**src/rtl/light_countdown_display_pkg.sv**
```systemverilog
// Shared constants for the light countdown display: phase times, one-hot light codes,
// and the 7-segment digit table.
package light_countdown_display_pkg;

  localparam int TIME_GREEN_DEF  = 15;
  localparam int TIME_YELLOW_DEF = 3;
  localparam int TIME_RED_DEF    = 18;

  typedef enum logic [2:0] {
    LIGHT_NONE   = 3'b000,
    LIGHT_GREEN  = 3'b001,
    LIGHT_YELLOW = 3'b010,
    LIGHT_RED    = 3'b100
  } light_e;

  localparam logic [6:0] SEG_BLANK = 7'h00;
  localparam logic [6:0] SEG_TABLE [10] = '{
    7'h3F, 7'h06, 7'h5B, 7'h4F, 7'h66, 7'h6D, 7'h7D, 7'h07, 7'h7F, 7'h6F
  };

endpackage

```
**src/rtl/light_countdown_display_seg7_digit_decoder.sv**
```systemverilog
// Combinational BCD digit to 7-segment {g..a}, active-high; non-BCD codes blank.
module seg7_digit_decoder
  import light_countdown_display_pkg::*;
(
  input  logic [3:0] digit,
  output logic [6:0] seg
);

  always_comb begin
    seg = SEG_BLANK;
    if (digit < 4'd10) seg = SEG_TABLE[digit];
  end

endmodule

```
**src/rtl/light_countdown_display.sv**
```systemverilog
// Countdown of seconds left in the current light phase, shown on two 7-seg digits.
// Optional COUNTDOWN_BLINK_EN: blink the digits during the last few seconds.
module light_countdown_display
  import light_countdown_display_pkg::*;
#(
  parameter int pTIME_GREEN_LIGHT  = TIME_GREEN_DEF,
  parameter int pTIME_YELLOW_LIGHT = TIME_YELLOW_DEF,
  parameter int pTIME_RED_LIGHT    = TIME_RED_DEF,
  parameter int pCNT_WIDTH         = 7
`ifdef COUNTDOWN_BLINK_EN
  , parameter int pBLINK_THRESH    = 3
`endif
) (
  input  logic                  clk,
  input  logic                  rst,
  input  logic                  en,
  input  logic                  sec_tick,
  input  logic                  green_light,
  input  logic                  yellow_light,
  input  logic                  red_light,
  output logic [pCNT_WIDTH-1:0] remain,
  output logic [6:0]            seg_a,
  output logic [6:0]            seg_b,
  output logic                  phase_err
);

  logic [2:0]            light;
  logic [2:0]            prev_light;
  logic                  valid;
  logic                  load;
  logic                  blank;
  logic [pCNT_WIDTH-1:0] load_val;
  logic [3:0]            tens;
  logic [3:0]            units;
  logic [6:0]            dec_a;
  logic [6:0]            dec_b;

  assign light = {red_light, yellow_light, green_light};
  assign valid = (light == LIGHT_GREEN) || (light == LIGHT_YELLOW) || (light == LIGHT_RED);
  assign load  = valid && (light != prev_light);

  always_comb begin
    load_val = '0;
    case (light)
      LIGHT_GREEN:  load_val = pCNT_WIDTH'(pTIME_GREEN_LIGHT);
      LIGHT_YELLOW: load_val = pCNT_WIDTH'(pTIME_YELLOW_LIGHT);
      LIGHT_RED:    load_val = pCNT_WIDTH'(pTIME_RED_LIGHT);
      default:      load_val = '0;
    endcase
  end

  assign tens  = 4'(remain / pCNT_WIDTH'(10));
  assign units = 4'(remain % pCNT_WIDTH'(10));

  seg7_digit_decoder u_dec_a (.digit(tens),  .seg(dec_a));
  seg7_digit_decoder u_dec_b (.digit(units), .seg(dec_b));

`ifdef COUNTDOWN_BLINK_EN
  logic blink_ph;

  // A load restarts the blink cycle so a new phase always starts visible.
  always_ff @(posedge clk or posedge rst) begin
    if (rst)               blink_ph <= 1'b0;
    else if (en) begin
      if (load)            blink_ph <= 1'b0;
      else if (sec_tick)   blink_ph <= ~blink_ph;
    end
  end

  assign blank = blink_ph && (remain != '0) && (remain <= pCNT_WIDTH'(pBLINK_THRESH));
`else
  assign blank = 1'b0;
`endif

  always_ff @(posedge clk or posedge rst) begin
    if (rst) begin
      prev_light <= LIGHT_NONE;
      remain     <= '0;
      phase_err  <= 1'b0;
      seg_a      <= SEG_BLANK;
      seg_b      <= SEG_BLANK;
    end else if (en) begin
      prev_light <= light;
      phase_err  <= !valid;
      // Display follows the registered count/error, so it trails remain by one cycle.
      seg_a <= (phase_err || blank || remain < pCNT_WIDTH'(10)) ? SEG_BLANK : dec_a;
      seg_b <= (phase_err || blank) ? SEG_BLANK : dec_b;
      if (load)
        remain <= load_val;
      else if (valid && sec_tick && remain != '0)
        remain <= remain - 1'b1;
    end
  end

endmodule

```
**config.mk**
```make
export PLATFORM = sky130hd
export DESIGN_NAME = light_countdown_display
export DESIGN_NICKNAME = d
export VERILOG_FILES = /design/src/rtl/light_countdown_display_pkg.sv /design/src/rtl/light_countdown_display_seg7_digit_decoder.sv /design/src/rtl/light_countdown_display.sv
export SDC_FILE = /design/constraint.sdc
export NUM_CORES = 1
export LEC_CHECK = 0
export CORE_MARGIN = 3
export CORE_UTILIZATION = 47
export DETAILED_ROUTE_END_ITERATION = 12
export PLACE_DENSITY = 0.72
export SKIP_LAST_GASP = 1
export SYNTH_ARGS = -nofsm -noshare
export SYNTH_HDL_FRONTEND = slang
export SYNTH_SLANG_ARGS = --single-unit
```
**constraint.sdc**
```tcl
create_clock -name clk -period 5.2 [get_ports clk]
set_input_delay 0.78 -clock clk [delete_from_list [all_inputs] [get_ports clk]]
set_output_delay 0.78 -clock clk [all_outputs]
set_load 0.1 [all_outputs]
```
==> impl_metrics.yaml <==
clocking:
  cts_htree_levels: 1
  cts_buffer_depth: 2
  cts_tree: "yes"
  holdBufCountCts: 0
  cts.root.buffer_cell: "sky130_fd_sc_hd__clkbuf_8"
  worst_setup_hold_path_clk_slew_ps: 90
  insertion_delay_of_the_later_clocked_pin_in_the_worst_skew_pair_ps: 270
  cts-buffers-inserted: 3
  post_cts.repair.setup_buffers: 0
  numClockSinks: 25
  cts_resized: 0
layout:
  fillers: 429
  post-route-util_pct: 56.58
  area_growth_pct: 12.17
  final_design_area_no_fill_um2: 2549
  design.final.nets: 298
  antenna_cells_inserted: 0
  drive_above_1_share_pct: 6.452
power:
  swShare_pct: 59.07
  final_total_pwr_mw: 1.528
  p_comb_share_pct: 70.0
  powerDensity_nw_per_um2: 599.6
  netSwitchingPower_mw: 0.9027
  internal-power_mw: 0.6254
  leakage_nw: 1.042
  share_seq_of_total_power_pct: 22.5
  pwr-share-clk_pct: 7.6
  irDropWorstVdd_mv: 0.4255
route:
  initialDrtViolationCount: 230
  route.final.wire_length_um: 5394
  ant_nets: 0
  post-route-drc-count: 0
  dr_wl_cell_um: 16.30
  viasPerCell: 6.221
  drtPass1Iterations: 4
  via_count: 2059
sta:
  timing.clock.skew_ps: 7.210
  fin_worst_hold_slack_ps: 490.1
  totalNegativeSetupSlack_ps: 0
  fmax_achieved_mhz: 249.5
  timing.final.hold_violations: 0
  setup_viol: 0
  drv_slew: 0
  tightest_slew_ps: 985.1
  timing.final.crit_share_pct: 77.08
  period_needed_ps: 4008
  slew_headroom_pct: 34.12
  grt_setup_unrepaired: "false"
placed_design:
  dpl-instance-area_um2: 2504
  io_buffers: 28
  gpl.final_weighted_congestion: 0.9206
  dp.final_hpwl_um: 3797
worst_setup_path:
  worst_setup_path_end_kind: "flip-flop"
  path_max_fanout: 26
  critPathRequiredTime_ps: 5350
  worst_setup_path_start_kind: "flip-flop"
  worst_path_arrival_time_ps: 4150
  critical_path_class: "reg2reg"
synth:
  synth_fp_nets: 287
  synthSimpleGateAreaFrac_pct: 21.42
  synth.mux.area_fraction_pct: 3.855
  syn_area_per_cell_um2: 8.447
  synth_top_family_by_area: "compound AO/OA/AOI/OAI gates"
  yosys_warnings: 0
  synth.yosys.seq_area_share_pct: 27.53
  xor_xnor_share_of_the_synthesized_area_pct: 3.855
  postSynthCellCount: 269
  synthAdderAreaFrac_pct: 6.498
  ys_async_sr_fraction_pct: 100.0
  synth_compound_area_share_pct: 29.02
  synth-seq-cells: 25
  synth_cell_types: 59
  synthesis.area_um2: 2272
  synth_flop_cell: "sky130_fd_sc_hd__dfrtp_1"
  synth_enable_flop_cells: 0
global_routing:
  grt_util_all_layers_pct: 20.16
  grt-ovfl-total: 0
  grt_pass1_vias: 1846
  grt_pass1_wl_um: 9087
  grt_antenna_before_repair: 0
  grt_start_max_net_pins: 27
die:
  die-height_um: 75.53
  floorplan.initialDensity_pct: 50.44
  rows: 24
  io_pins: 29
  coreArea_um2: 4504
  die_width_um: 75.53
  fp.dieArea_um2: 5705
run_status:
  status: "complete, no violations"
hold_path:
  hold_path_class: "reg2reg"
job:
  maxCapViolCount: 0
## per-layer routing
layer / share of wire [%] / vias up / global-route usage (%) / wire length, um
met1: 49 / 968 / 30.85 / 2653
met2: 45 / 56 / 30.58 / 2421
li1: - / 1029 / - / -
met5: 0 / - / 0 / 0
met4: 1.1 / 0 / 4.272 / 57
met3: 4.9 / 6 / 2.243 / 262
## power groups by stage
stage	Sequential, mW	Combinational (mW)	Clock, mW
6_report	0.344	1.07	0.115
4_1_cts	0.343	1.07	0.118
3_5_place_dp	0.347	1.06	0
2_1_floorplan	0.658	0.530	0
3_3_place_gp	0.344	1.06	0
5_1_grt	0.357	1.15	0.126
## worst max-delay path, stage by stage (launching register included)
cell and delay [ps]:
sky130_fd_sc_hd__dfrtp_1 680, sky130_fd_sc_hd__nor2b_1 640, sky130_fd_sc_hd__xnor2_1 180, sky130_fd_sc_hd__a311oi_1 300
sky130_fd_sc_hd__ha_1 430, sky130_fd_sc_hd__inv_1 170, sky130_fd_sc_hd__or4_1 550, sky130_fd_sc_hd__nand4_2 170
sky130_fd_sc_hd__inv_2 90, sky130_fd_sc_hd__ha_1 270, sky130_fd_sc_hd__and2_1 140, sky130_fd_sc_hd__a211oi_1 190
sky130_fd_sc_hd__o2bb2ai_1 90
## cell usage in the layout (no fill, tap or decap), types with 3 or more instances in the layout
cell and n:
sky130_fd_sc_hd__a211oi_1 6, sky130_fd_sc_hd__a21oi_1 10, sky130_fd_sc_hd__a22o_1 3, sky130_fd_sc_hd__a22oi_1 3, sky130_fd_sc_hd__a311oi_1 4, sky130_fd_sc_hd__a31oi_1 4
sky130_fd_sc_hd__a32o_1 3, sky130_fd_sc_hd__a32oi_1 3, sky130_fd_sc_hd__clkbuf_8 3, sky130_fd_sc_hd__clkdlybuf4s50_1 28, sky130_fd_sc_hd__dfrtp_1 25, sky130_fd_sc_hd__ha_1 11
sky130_fd_sc_hd__inv_1 13, sky130_fd_sc_hd__mux2_2 6, sky130_fd_sc_hd__nand2_1 17, sky130_fd_sc_hd__nand2b_1 6, sky130_fd_sc_hd__nand3_1 8, sky130_fd_sc_hd__nor2_1 19
sky130_fd_sc_hd__nor2b_1 7, sky130_fd_sc_hd__nor3_1 5, sky130_fd_sc_hd__nor3b_1 3, sky130_fd_sc_hd__nor4b_1 3, sky130_fd_sc_hd__o211ai_1 4, sky130_fd_sc_hd__o21ai_0 15
sky130_fd_sc_hd__o221ai_1 3, sky130_fd_sc_hd__o2bb2ai_1 8, sky130_fd_sc_hd__o31ai_1 4, sky130_fd_sc_hd__or3_1 4, sky130_fd_sc_hd__or4_1 3, sky130_fd_sc_hd__xnor2_1 4
sky130_fd_sc_hd__xor2_1 6
## kinds of logic after synthesis
kind of cell	after synthesis
AO/OA/AOI/OAI	88
XOR/XNOR	10
adder cells (fa/ha/maj)	12
buffers and inverters	38
flip-flops	25
multiplexers	8
AND/OR/NAND/NOR	88
## cells in the mapped netlist, drive strengths merged (2+ instances only)
library cell | instances | area share, %
nor4b | 3 | 1.2
or4 | 3 | 0.99
a32oi | 3 | 1.2
nand3b | 2 | 0.66
mux2 | 6 | 3.0
a32o | 3 | 1.3
o31ai | 4 | 1.3
a221oi | 3 | 1.4
dfrtp | 25 | 28
inv | 15 | 2.5
a22oi | 4 | 1.5
o211ai | 4 | 1.3
nor2 | 20 | 3.4
nand3 | 8 | 1.8
a211o | 2 | 0.77
buf | 13 | 3.7
o2bb2ai | 8 | 3.1
o221ai | 3 | 1.2
nor3 | 5 | 1.1
o21ai | 17 | 3.7
nand4 | 2 | 0.83
a311oi | 4 | 1.5
a31oi | 4 | 1.1
and3 | 2 | 0.55
ha | 11 | 6.1
or3 | 4 | 1.1
nor2b | 7 | 1.9
mux2i | 2 | 0.88
nand2 | 17 | 2.8
a22o | 3 | 1.2
xnor2 | 4 | 1.5
a21oi | 10 | 2.2
nor3b | 3 | 0.99
a21o | 2 | 0.66
xor2 | 6 | 2.3
a211oi | 6 | 2.0
and3b | 2 | 0.77
nand2b | 6 | 1.7
clkbuf | 10 | 1.7
## flip-flops by register name, summed over array words and instances (netlist names)
signal      count
phase_err       1
remain          7
seg_a           7
prev_light      3
seg_b           7
## worst paths after layout
kind / start / endpoint / slack [ps] / cells past startpoint
setup reg to reg: remain[3]$_DFFE_PP0P_ / seg_b[1]$_DFFE_PP0P_ / 1190 / 12
setup / recovery: remain[3]$_DFFE_PP0P_ / seg_b[1]$_DFFE_PP0P_ / 1190 / 12
hold reg to reg: seg_a[0]$_DFFE_PP0P_ / seg_a[0]$_DFFE_PP0P_ / 490 / 1
min in group asynchronous: rst / seg_b[0]$_DFFE_PP0P_ / 1030 / 2
max in group asynchronous: rst / seg_a[6]$_DFFE_PP0P_ / 3580 / 2
hold / removal: seg_a[0]$_DFFE_PP0P_ / seg_a[0]$_DFFE_PP0P_ / 490 / 1
## cell type report
class,count,area [um^2],area share (%)
Inverter,15,56.30,2.209
Clock buffer,4,45.04,1.767
Multi-Input combinational cell,206,1469,57.63
Timing Repair Buffer,29,287.8,11.29
Sequential cell,25,625.6,24.55
Tap cell,52,65.06,2.553
## per-stage QoR
| stage | worst slack, ps | cells |
|---|---|---|
| 4_1_cts | 1233 | 331 |
| 5_1_grt | 900.4 | 331 |
| 3_5_place_dp | 1272 | 327 |
| 2_1_floorplan | 1228 | 269 |
| 3_3_place_gp | 1403 | 327 |
| 6_report | 1192 | 331 |
(Power assumes the default switching activity.)
